`config.mk`:
```
export PLATFORM = sky130hd
export DESIGN_NAME = munoc_fni_request_scheduler
export DESIGN_NICKNAME = d
export VERILOG_FILES = /design/src/rtl/munoc_fni_request_scheduler.sv
export SDC_FILE = /design/constraint.sdc
export NUM_CORES = 1
export LEC_CHECK = 0
export CAP_MARGIN = 20
export CORE_UTILIZATION = 40
export DETAILED_ROUTE_END_ITERATION = 10
export PLACE_DENSITY = 0.78
export SLEW_MARGIN = 25
export SYNTH_ARGS = -nofsm -noshare
export SYNTH_HDL_FRONTEND = slang
export SYNTH_SLANG_ARGS = --single-unit
```
`constraint.sdc`:
```
create_clock -name clk_network -period 2.4 [get_ports clk_network]
set_input_delay 0.36 -clock clk_network [delete_from_list [all_inputs] [get_ports clk_network]]
set_output_delay 0.36 -clock clk_network [all_outputs]
set_load 0.01 [all_outputs]
```
`src/rtl/munoc_fni_request_scheduler.sv`:
```
// munoc_fni_request_scheduler
//   Grants one of three header/data requesters (AR, AW, W) onto a single
//   shared forward link. W wins whenever it has a matching AW already
//   forwarded. Once a W burst has started it owns the link until w_last.
//   AR and AW alternate round-robin. AW grants are throttled by the number
//   of write responses still outstanding.
//
// Ports
//   clk_network        single rising-edge clock
//   rstpp_network      synchronous active-high reset
//   comm_disable       blocks new AR/AW grants (an open W burst still drains)
//   ar_valid/ar_ready  AR header requester
//   aw_valid/aw_ready  AW header requester
//   w_valid/w_last/w_ready  W data requester
//   fwd_valid/fwd_sel/fwd_ready  shared forward link (sel 0=AR, 1=AW, 2=W)
//   b_done             one-cycle pulse per returned write response
//   write_outstanding  AW headers sent without a returned response
//   aw_pending         AW headers whose W burst has not finished yet
//   busy               open burst or any counter non-zero
//   protocol_error     sticky: b_done arrived with nothing outstanding
//
// state   | meaning
// --------+---------------------------------------------------------
// IDLE    | arbitrating: W first, then round-robin between AR and AW
// WBURST  | W burst open; only W may use the link until w_last

module munoc_fni_request_scheduler #(
  parameter int MAX_OUTSTANDING_WRITE = 4,
  parameter int BW_OUTSTANDING        = 3
) (
  input  logic                      clk_network,
  input  logic                      rstpp_network,
  input  logic                      comm_disable,
  input  logic                      ar_valid,
  output logic                      ar_ready,
  input  logic                      aw_valid,
  output logic                      aw_ready,
  input  logic                      w_valid,
  input  logic                      w_last,
  output logic                      w_ready,
  output logic                      fwd_valid,
  output logic [1:0]                fwd_sel,
  input  logic                      fwd_ready,
  input  logic                      b_done,
  output logic [BW_OUTSTANDING-1:0] write_outstanding,
  output logic [BW_OUTSTANDING-1:0] aw_pending,
  output logic                      busy,
  output logic                      protocol_error
);

  localparam logic [1:0] SEL_AR = 2'd0;
  localparam logic [1:0] SEL_AW = 2'd1;
  localparam logic [1:0] SEL_W  = 2'd2;
  localparam logic [BW_OUTSTANDING-1:0] MAX_WR = BW_OUTSTANDING'(MAX_OUTSTANDING_WRITE);

  typedef enum logic {ST_IDLE, ST_WBURST} state_t;

  state_t     state;
  logic       rr_aw;       // 1 = AW favoured in the next AR/AW tie
  logic       hold_valid;  // last cycle offered something that was not taken
  logic [1:0] hold_sel;

  logic elig_ar, elig_aw, elig_w, hold_ok;
  logic sel_valid;
  logic [1:0] sel;
  logic xfer, ar_xfer, aw_xfer, w_xfer, w_last_xfer, b_ok;

  always_comb begin
    elig_ar = ar_valid && !comm_disable;
    elig_aw = aw_valid && !comm_disable && (write_outstanding < MAX_WR);
    elig_w  = w_valid && (aw_pending != '0);

    // A stalled offer keeps the link so the downstream sees a stable request.
    hold_ok = hold_valid &&
              (((hold_sel == SEL_AR) && elig_ar) ||
               ((hold_sel == SEL_AW) && elig_aw) ||
               ((hold_sel == SEL_W)  && elig_w));

    sel_valid = 1'b0;
    sel       = SEL_AR;
    if (state == ST_WBURST) begin
      sel_valid = w_valid;
      if (w_valid) sel = SEL_W;
    end else if (hold_ok) begin
      sel_valid = 1'b1;
      sel       = hold_sel;
    end else if (elig_w) begin
      sel_valid = 1'b1;
      sel       = SEL_W;
    end else if (elig_ar && elig_aw) begin
      sel_valid = 1'b1;
      sel       = rr_aw ? SEL_AW : SEL_AR;
    end else if (elig_ar) begin
      sel_valid = 1'b1;
      sel       = SEL_AR;
    end else if (elig_aw) begin
      sel_valid = 1'b1;
      sel       = SEL_AW;
    end
  end

  assign fwd_valid = sel_valid;
  assign fwd_sel   = sel;
  assign xfer      = sel_valid && fwd_ready;
  assign ar_xfer   = xfer && (sel == SEL_AR);
  assign aw_xfer   = xfer && (sel == SEL_AW);
  assign w_xfer    = xfer && (sel == SEL_W);
  assign w_last_xfer = w_xfer && w_last;
  assign b_ok      = b_done && (write_outstanding != '0);

  assign ar_ready = ar_xfer;
  assign aw_ready = aw_xfer;
  assign w_ready  = w_xfer;
  assign busy     = (state == ST_WBURST) || (write_outstanding != '0) || (aw_pending != '0);

  always_ff @(posedge clk_network) begin
    if (rstpp_network) begin
      state             <= ST_IDLE;
      rr_aw             <= 1'b0;
      hold_valid        <= 1'b0;
      hold_sel          <= SEL_AR;
      write_outstanding <= '0;
      aw_pending        <= '0;
      protocol_error    <= 1'b0;
    end else begin
      hold_valid <= sel_valid && !fwd_ready;
      hold_sel   <= sel;

      case (state)
        ST_IDLE:   if (w_xfer && !w_last) state <= ST_WBURST;
        ST_WBURST: if (w_last_xfer)       state <= ST_IDLE;
        default:                          state <= ST_IDLE;
      endcase

      if (ar_xfer)      rr_aw <= 1'b1;
      else if (aw_xfer) rr_aw <= 1'b0;

      // AW transfer and the last W beat can never share a cycle.
      if (aw_xfer)          aw_pending <= aw_pending + 1'b1;
      else if (w_last_xfer) aw_pending <= aw_pending - 1'b1;

      if (aw_xfer && !b_ok)      write_outstanding <= write_outstanding + 1'b1;
      else if (!aw_xfer && b_ok) write_outstanding <= write_outstanding - 1'b1;

      if (b_done && (write_outstanding == '0)) protocol_error <= 1'b1;
    end
  end

endmodule

```
---- After elaboration in Yosys (flattened, before gate mapping) ----
Index checks and enable logic that the tools add are counted.
operators by class
  mux-type cells .......................... 23
  bitwise logic cells ..................... 1
  reduce and logical (&&, ||, !) cells .... 37
  shift operators ......................... 0
  $add $sub $neg .......................... 4
  equality and inequality tests ........... 4
  divide/modulo/power cells ............... 0
  $lt $le $gt $ge ......................... 1
  multiply operators ...................... 0
operators with widths
  operator             count
  $logic_and 1x1->1    20
  $mux 1               14
  $mux 3               4
  $mux 2               4
  $add 3x1->3 const B  2
  $reduce_bool 2->1    3
  $reduce_bool 3->1    2
  $sub 3x1->3 const B  2
  $logic_not 1->1      5
  $eq 2x1->1 const B   2
  $eq 2x2->1 const B   2
  $logic_not 2->1      2
  $logic_or 1x1->1     4
  $logic_not 3->1      1
  $lt 3x3->1 const B   1
  $pmux 1 s2           1
  $not 1->1            1
word-level totals
  RAM bits ................................ 0
  logic and storage cells ................. 77
  register bits after elaboration ......... 12
  output and inout port bits .............. 14
  memories kept ........................... 0
  bits in read-only memories .............. 0
  bits in latches ......................... 0
  input bits .............................. 9

---- Depth between registers and ports, before layout ----
Gate-level depths: netlist (run 1).
  depth in word-level cells ............... 15
  depth in mapped cells ................... 10
  depth with buffers taken out ............ 10

---- Least setup slack after synthesis (run 1) ----
Ideal clock, no wire load.
  path type ............................... register to register
  start ................................... register aw_pending[1]
  end ..................................... register write_outstanding[2]
  path buffers ............................ 0
  path slack .............................. -0.480 ns
  library setup time ...................... 0.070 ns
  cell stages (with the launch flop) ...... 11
  arrival ................................. 2.809 ns
  required time ........................... 2.330 ns
  clock period less this slack ............ 2.880 ns
  path through ............................ dfxtp_1 -> or3_4 -> a22o_1 -> a211oi_4 -> and3_2 -> ha_1 -> inv_1 -> fa_1 -> xor2_1 -> or3_1 -> a21oi_1
between the ends
  longest elaborated chain between the ends .. 12
  elaborated cells between the ends (all ways) .. 19
  those cells by class .................... eq/ne: 1; mux: 7; reduce/logical: 11
ends and longest elaborated chain
  what                         line  text
  from (decl)                  46    output logic [BW_OUTSTANDING-1:0] aw_pending,
  from (signal assigned)       139   if (aw_xfer) aw_pending <= aw_pending + 1'b1;
  from (signal assigned)       140   else if (w_last_xfer) aw_pending <= aw_pending - 1'b1;
  $reduce_bool 3->1 *          71    elig_w = w_valid && (aw_pending != '0);
  $logic_and 1x1->1 *          71
  $logic_and 1x1->1            77    ((hold_sel == SEL_W) && elig_w));
  $logic_or 1x1->1             76    ((hold_sel == SEL_AW) && elig_aw) ||
  $logic_and 1x1->1            74    hold_ok = hold_valid &&
  $mux 2 *                     84    end else if (hold_ok) begin
  $mux 2 *                     81    if (state == ST_WBURST) begin
  net fwd_sel[0]               42    output logic [1:0] fwd_sel,
  $eq 2x1->1 *                 106   assign aw_xfer = xfer && (sel == SEL_AW);
  $logic_and 1x1->1 *          106
  net aw_ready                 37    output logic aw_ready,
  $logic_not 1->1              143   else if (!aw_xfer && b_ok) write_outstanding <= write_outstanding - 1'b1;
  $logic_and 1x1->1            143
  $reduce_bool 2->1 (no line)  n/a
  to (signal assigned)         142   if (aw_xfer && !b_ok) write_outstanding <= write_outstanding + 1'b1;
  to (signal assigned)         143
  to (decl)                    45    output logic [BW_OUTSTANDING-1:0] write_outstanding,
The timed path passes the listed nets; every way through them passes the cells marked *.
A chain may end at the register's enable or synchronous reset.

---- Final worst setup path (run 1) ----
  start ................................... register aw_pending[2]
  end ..................................... register write_outstanding[2]
between the ends
  longest elaborated chain between the ends .. 12
  elaborated cells between the ends (all ways) .. 19
  those cells by class .................... eq/ne: 1; mux: 7; reduce/logical: 11
ends and longest elaborated chain
  what                                             line
  $reduce_bool 3->1 *                              71
  $logic_and 1x1->1 *                              71
  $logic_and 1x1->1                                77
  $logic_or 1x1->1                                 76
  $logic_and 1x1->1                                74
  $mux 2 or $mux 1 (tied branches)                 84
  $mux 2 or $mux 1 (tied branches)                 81
  $eq 2x1->1 or $logic_and 1x1->1 (tied branches)  106, 104
  $logic_and 1x1->1 *                              106
  $logic_not 1->1                                  143
  $logic_and 1x1->1                                143
  $reduce_bool 2->1 (no line)                      n/a
Every way passes the cells marked *; elsewhere a longest branch is shown, timed or not.

==> out/qor.txt, run 1 <==
Hold EP - protocol_error
relative slew slack - 0.574
largest fanout on the critical path - 2
status - complete, but fails checks
vias in the first global route - 778
grt ovf - 0
clock root buffer - clkbuf_4
synthesized flop and latch total - 12
RSZ-0062 raised after global routing - yes
met3 usage - 0.0571
Slew Limit Fails - 0
drt wl/cell - 13.6 um
cts hold-fix bufs - 0
Routability Congestion - 0.790
Worst Tran Pin Value - 0.638 ns
core area - 1590 sq um
Final Critical Period - 2.63 ns
synthesized instance count - 78
Via Count - 767
Hold Startpoint - protocol_error
syn_nets - 90
Worst-path clk slew - 0.08 ns
share of layout cells above drive strength 1 - 0.409
most frequent cells in the layout - buf_4, clkdlybuf4s50_1, dfxtp_1
WHS Path Cells - 2
critical path startpoint category - flop
Hold Path Class - flop to flop
CTS tree - built
Yosys cell types - 34
critical path class - flop to flop
height of the die - 44.4 um
commonest non-fill, non-tap cell in the layout - buf_4
CTS Buffer Depth - 2
# DRC - 0
Total Wirelength - 2060 um
CTS sink count - 12
Worst EP required - 2.60 ns
1st-iter DRT viols - 12
H-tree depth - 1
skew final - 0.000447 ns
ANT nets after route - 0
Global Route Usage Sum - 0.230
routing usage on met2 - 0.353
first-pass GRT wire length - 3290 um
post-synthesis cell area - 721 sq um
reg2reg start - aw_pending[2]
Port Buffers - 22
Setup-failing EPs final - 3
io pins - 23
maxcap violations - 0
Max Freq - 381 MHz
min setup slack post-route - -0.226 ns
Inserted Diodes - 0
post-synth top area cell - dfxtp_1
Cell Area, Placed - 1160 sq um
die footprint - 1980 sq um
Synth area leaders - dfxtp_1, fa_1, mux2i_1
Final Hold Viols - 0
chip width - 44.4 um
Leak - 0.552 nW
Worst setup EP type - flop
synthesis-to-finish area growth - 74.0%
vias per inst - 5.08
final HPWL from detailed placement - 1480 um
fin area - 1250 sq um
flop2flop setup slack - -0.23 ns
initial core utilization - 0.452
Util after Layout - 0.786
busiest grt layer - met2
maximum vdd ir drop - 0.966 mV
slowest stage cell on the critical path - or3_4
initial antenna violation count - 0
fillers - 104
Core Rows - 14
CP max stage delay - 0.36 ns
failing checks - negative setup slack
drt first pass iters - 4
mean post-synth cell area - 9.24 sq um
WP data arrival - 2.83 ns
worst skew pair latency - 0.28 ns
critical path, cell by cell - or3_4, a22o_1, a211oi_4, and3_4, ha_4, inv_2, fa_2, xor2_1, or3_1, a21oi_1
share of the synthesized area in the top cell type - 0.333
CTS Buf Count - 3
Worst Reg-to-Reg Cells - 10
Layout Cells excl Fill - 151
Placed Instances - 144
synth warn - 0
sequential fraction of the synthesis area - 0.333
met1 usage - 0.296
fin crit share - 1.09
PwrDens - 784 nW/um^2
Nets - 140
largest net degree at the start of global routing - 18
R2R Path End - write_outstanding[2]
[critical path: cells and delay by family (launching register included)]
family                     cells  cell delay (ns)
adders and majority gates      2             0.45
AOI/OAI and AO/OA              3             0.63
xor gates and xnor gates       1             0.15
DFF                            1             0.35
buffers and inverters          1             0.03
and+or+nand+nor                3             0.93
[synthesized netlist by cell type]
cell	instances
dfxtp_1	12
nor2_1	8
nor2b_1	5
nor3_1	5
mux2i_1	4
a21oi_1	3
inv_1	3
nand2_1	3
nand2b_1	3
o21ai_0	3
a211oi_1	2
clkbuf_1	2
fa_1	2
nor3b_1	2
xor2_1	2
a211oi_4	1
a22o_1	1
a31o_4	1
and2_1	1
and3_2	1
and3b_1	1
ha_1	1
mux2_4	1
nand2_2	1
nand3b_1	1
nand4_1	1
nor4b_1	1
o211ai_1	1
o21ai_2	1
o221a_2	1
o221ai_1	1
or3_1	1
or3_4	1
or3b_2	1
[routing by layer]
metal,part of all wire,up-vias
li1,-,378
met1,0.45,370
met2,0.51,15
met3,0.033,4
met4,0.011,0
met5,0,-
[through the flow]
step | total power, mW | setup WS (ns) | TNS [ns] | hold slack [ns]
floorplan | 0.552 | -0.322 | -0.489 | 0.438
finish | 0.982 | -0.226 | -0.496 | 0.480
global placement | 0.783 | -0.365 | -2.13 | 0.453
CTS | 0.977 | -0.201 | -0.447 | 0.487
global route | 1.05 | -0.338 | -0.943 | 0.518
detailed placement | 0.798 | -0.450 | -2.82 | 0.471
[state kept, by name, summed over array words and instances (netlist names), named ones only]
register           count
protocol_error         1
rr_aw                  1
aw_pending             3
write_outstanding      3
hold_sel               2
hold_valid             1
[logic make-up after synthesis]
kind of cell,share of synthesized area
muxes,0.0764
and+or+nand+nor,0.290
buffers and inverters,0.0260
DFF,0.333
xor gates and xnor gates,0.0243
AOI/OAI and AO/OA,0.177
adders and majority gates,0.0729
[worst max-delay path by stage]
stage                     cells after the start                   end  slack [ns]           from
after floorplan                              10  write_outstanding[2]       -0.32  aw_pending[2]
after global placement                       11  write_outstanding[2]       -0.36       ar_valid
after detailed placement                     11  write_outstanding[2]       -0.45       ar_valid
after CTS                                    10  write_outstanding[2]       -0.20  aw_pending[2]
after global routing                         10  write_outstanding[2]       -0.34  aw_pending[2]
final                                        10  write_outstanding[2]       -0.23  aw_pending[2]
[area by class of cell]
type                            count  area (sq um)  area share
Tap cell                           24          30.0      0.0240
Timing Repair Buffer               47           404       0.322
Sequential cell                    12           245       0.196
Clock buffer                        4          36.3      0.0289
Inverter                            3          11.3     0.00898
Multi-Input combinational cell     61           527       0.420
[where the power goes]
| part | total [mW] | internal [mW] | switching, mW |
|---|---|---|---|
| sequential | 0.288 | 0.240 | 0.0487 |
| combinational | 0.526 | 0.302 | 0.224 |
| clock | 0.168 | 0.0924 | 0.0759 |
[timing repair]
item	CTS	global route
pin swaps	6	8
setup endpoints to repair	8	10
gates resized for setup	12	8
setup buffers	0	3
Power figures use the tool's default switching activity.
==> inputs of run 2 (changes only) <==
==> constraint.sdc (replaced) <==
create_clock -name clk_network -period 2.4 [get_ports clk_network]
set_input_delay 0.36 -clock clk_network [delete_from_list [all_inputs] [get_ports clk_network]]
set_output_delay 0.36 -clock clk_network [all_outputs]
set_load 0.05 [all_outputs]
==> out/qor.txt, run 2 (same netlist as run 1, synthesis figures left out) <==
first-pass GRT wire length - 3870 um
Nets - 147
Core Rows - 14
final HPWL from detailed placement - 1460 um
Max Freq - 377 MHz
height of the die - 44.4 um
Slew Limit Fails - 0
Worst Tran Pin Value - 0.716 ns
die footprint - 1980 sq um
cts hold-fix bufs - 0
Largest regs - aw_pending (3), write_outstanding (3), hold_sel (2)
1st-iter DRT viols - 14
maxcap violations - 0
core area - 1590 sq um
status - complete, but fails checks
commonest non-fill, non-tap cell in the layout - buf_4
Top Layer Used - met4
chip width - 44.4 um
met3 wire len - 129 um
initial core utilization - 0.452
Layout Cells excl Fill - 158
Worst setup EP type - flop
critical path startpoint category - flop
slowest stage cell on the critical path - or3_4
CTS sink count - 12
most frequent cells in the layout - buf_4, clkdlybuf4s50_1, dfxtp_1
maximum vdd ir drop - 1.08 mV
min setup slack post-route - -0.252 ns
ANT nets after route - 0
vias per inst - 5.37
share of layout cells above drive strength 1 - 0.545
largest fanout on the critical path - 2
CTS tree - built
failing checks - negative setup slack
Hold Path Class - flop to flop
Met2 Routed Length - 1360 um
H-tree depth - 1
Crit path top cell by count - or3_4
Fin Setup TNS - -0.849 ns
wl on met1 - 1080 um
WHS Path Cells - 2
Via Count - 848
drt wl/cell - 16.7 um
fin crit share - 1.10
# DRC - 0
relative slew slack - 0.521
CTS Buffer Depth - 2
Routability Congestion - 0.769
initial antenna violation count - 0
synthesis-to-finish area growth - 96.7%
Setup-failing EPs final - 6
Inserted Diodes - 0
PwrDens - 925 nW/um^2
CTS Buf Count - 3
Worst-path clk slew - 0.08 ns
dpl ws - -0.472 ns
Final Critical Period - 2.65 ns
Final Hold Viols - 0
Worst Reg-to-Reg Cells - 10
Port Buffers - 22
drt first pass iters - 4
Total Wirelength - 2630 um
Worst EP required - 2.61 ns
io pins - 23
CP max stage delay - 0.38 ns
critical path, cell by cell - or3_4, a22o_1, a211oi_4, and3_4, ha_4, inv_2, fa_2, xor2_2, or3_4, a21oi_2
Placed Instances - 140
Cell Area, Placed - 1180 sq um
fin area - 1420 sq um
WP data arrival - 2.86 ns
Leak - 0.578 nW
RSZ-0062 raised after global routing - yes
largest net degree at the start of global routing - 18
skew final - 0.000713 ns
grt ovf - 0
worst skew pair latency - 0.29 ns
critical path class - flop to flop
clock root buffer - clkbuf_4
Util after Layout - 0.889
Global Route Usage Sum - 0.294
vias in the first global route - 786
## run 2: timing repair
item,CTS,global route
pin swaps,10,7
resized for setup,9,15
buffers inserted,12,4
setup endpoints to repair,4,9
## run 2: critical path: cells and delay by family (launching register included)
| kind | cells | cell delay [ns] |
|---|---|---|
| buf+inv | 1 | 0.04 |
| simple gates | 3 | 0.97 |
| compound gates | 3 | 0.59 |
| fa+ha+maj | 2 | 0.48 |
| xor+xnor | 1 | 0.16 |
| flops | 1 | 0.35 |
## run 2: per-stage QoR
stage	hold WS (ns)	power, mW
finish	0.490	1.31
global route	0.513	1.38
CTS	0.485	1.22
detailed placement	0.473	1.00
global placement	0.457	0.992
floorplan	0.438	0.750
## run 2: worst paths after layout
path / startpoint / endpoint / slack, ns
max: aw_pending[1] / write_outstanding[2] / -0.25
min: rr_aw / rr_aw / 0.49
max reg2reg: aw_pending[1] / write_outstanding[2] / -0.25
min reg2reg: rr_aw / rr_aw / 0.49
## run 2: power breakdown
part | total [mW] | switching [mW] | internal (mW) | leakage (nW)
Sequential | 0.289 | 0.0496 | 0.239 | 0.100
Combinational | 0.854 | 0.476 | 0.378 | 0.457
Clock | 0.168 | 0.0750 | 0.0925 | 0.0210
## run 2: cell type report
class                           count  area [sq um]
Timing Repair Buffer               54           528
Sequential cell                    12           249
Multi-Input combinational cell     61           563
Fill cell                          68           176
Tap cell                           24          30.0
Clock buffer                        4          36.3
Inverter                            3          11.3
## run 2: metal layers
layer	global-route usage	vias up
met5	0	-
li1	-	392
met3	0.0816	8
met1	0.343	414
met2	0.503	34
met4	0.127	0
==> inputs of run 3 (changes only) <==
--- a/config.mk
+++ b/config.mk
@@ -6,9 +6,9 @@
 export NUM_CORES = 1
 export LEC_CHECK = 0
 export CAP_MARGIN = 20
-export CORE_UTILIZATION = 40
+export CORE_UTILIZATION = 29
 export DETAILED_ROUTE_END_ITERATION = 10
-export PLACE_DENSITY = 0.78
+export PLACE_DENSITY = 0.61
 export SLEW_MARGIN = 25
 export SYNTH_ARGS = -nofsm -noshare
 export SYNTH_HDL_FRONTEND = slang
==> out/qor.txt, run 3 (same netlist as run 1, synthesis figures left out) <==
maximum vdd ir drop - 0.685 mV
relative slew slack - 0.587
critical path startpoint category - flop
cts hold-fix bufs - 0
Port Buffers - 22
worst skew pair latency - 0.28 ns
grt ovf - 0
1st-iter DRT viols - 6
Core Rows - 17
share of layout cells above drive strength 1 - 0.477
Cell Area, Placed - 1230 sq um
io pins - 23
Nets - 145
reg2reg start - aw_pending[2]
CTS sink count - 12
slowest stage cell on the critical path - or3_4
fin crit share - 1.06
Worst Setup SP - aw_pending[2]
largest fanout on the critical path - 2
die footprint - 2690 sq um
Final Hold Viols - 0
worst hold slack - 0.492 ns
R2R Path End - write_outstanding[2]
height of the die - 51.9 um
commonest non-fill, non-tap cell in the layout - buf_4
Worst Reg-to-Reg Cells - 10
Global Route Usage Sum - 0.164
ANT nets after route - 0
WP data arrival - 2.74 ns
WP buf/inv - 1
Leak - 0.557 nW
Hold Path Class - flop to flop
vias per inst - 4.68
clock root buffer - clkbuf_4
PwrDens - 911 nW/um^2
critical path, cell by cell - or3_4, a22o_1, a211oi_4, and3_4, ha_4, inv_2, fa_2, xor2_1, or3_1, a21oi_1
drt first pass iters - 4
Worst-path clk slew - 0.08 ns
Worst Tran Pin Value - 0.618 ns
min setup slack post-route - -0.133 ns
Inserted Diodes - 0
chip width - 51.9 um
Total Wirelength - 1920 um
CTS Buf Count - 3
Worst setup EP type - flop
Placed Instances - 150
critical path class - flop to flop
largest net degree at the start of global routing - 18
Final Critical Period - 2.53 ns
Hold Startpoint - protocol_error
Util after Layout - 0.588
dpl ws - -0.430 ns
Max Freq - 395 MHz
Largest regs - aw_pending (3), write_outstanding (3), hold_sel (2)
initial antenna violation count - 0
final HPWL from detailed placement - 1510 um
CTS tree - built
first-pass GRT wire length - 3200 um
Hold EP - protocol_error
fin area - 1340 sq um
RSZ-0062 raised after global routing - yes
Routability Congestion - 0.782
skew final - 0.00701 ns
WHS Path Cells - 2
Worst EP required - 2.60 ns
core area - 2280 sq um
Fin Setup TNS - -0.318 ns
CP max stage delay - 0.40 ns
most frequent cells in the layout - buf_4, clkdlybuf4s50_1, dfxtp_1
synthesis-to-finish area growth - 85.8%
Layout Cells excl Fill - 160
Via Count - 749
# DRC - 0
Slew Limit Fails - 0
failing checks - negative setup slack
flop2flop setup slack - -0.13 ns
H-tree depth - 1
Setup-failing EPs final - 4
CTS Buffer Depth - 2
initial core utilization - 0.317
vias in the first global route - 696
maxcap violations - 0
Top delay family on crit path - simple AND/OR/NAND/NOR gates
drt wl/cell - 12.0 um
total design power - 1.22 mW
status - complete, but fails checks
[run 3: final cells by class]
type	instances	area, sq um
Fill cell	206	937
Multi-Input combinational cell	61	515
Timing Repair Buffer	52	502
Sequential cell	12	249
Tap cell	28	35.0
Clock buffer	3	22.5
Inverter	3	11.3
Clock inverter	1	3.75
[run 3: per-layer routing]
| metal | up-vias | GRT usage | wire, um | part of all wire |
|---|---|---|---|---|
| met2 | 16 | 0.239 | 914 | 0.48 |
| met3 | 2 | 0.0556 | 72 | 0.038 |
| met5 | - | 0 | 0 | 0 |
| li1 | 388 | - | - | - |
| met1 | 343 | 0.227 | 922 | 0.48 |
| met4 | 0 | 0.0405 | 11 | 0.0057 |
[run 3: repair_timing]
action,4_1_cts,5_1_grt
hold endpoints to repair,0,0
resized for setup,10,0
endpoints found under the setup margin,5,5
setup buffers,5,1
pin swaps,8,2
[run 3: worst max path at each step]
stage,end,slack (ns),cells after the start
5_1_grt,write_outstanding[2],-0.21,10
3_3_place_gp,write_outstanding[2],-0.36,11
3_5_place_dp,write_outstanding[2],-0.43,11
2_1_floorplan,write_outstanding[2],-0.86,10
6_report,write_outstanding[2],-0.13,10
4_1_cts,write_outstanding[2],-0.14,10
[run 3: worst reg2reg max path: cells and delay by family, from the launching register on]
kind	cells	cell delay (ns)
buffers and inverters	1	0.03
xor gates and xnor gates	1	0.15
adders and majority gates	2	0.46
and+or+nand+nor	3	0.93
AOI/OAI and AO/OA	3	0.55
DFF	1	0.34
[run 3: where the power goes]
group | internal [mW] | switching (mW) | total (mW)
registers | 0.239 | 0.0356 | 0.275
clock network | 0.0603 | 0.0690 | 0.129
logic | 0.375 | 0.441 | 0.816
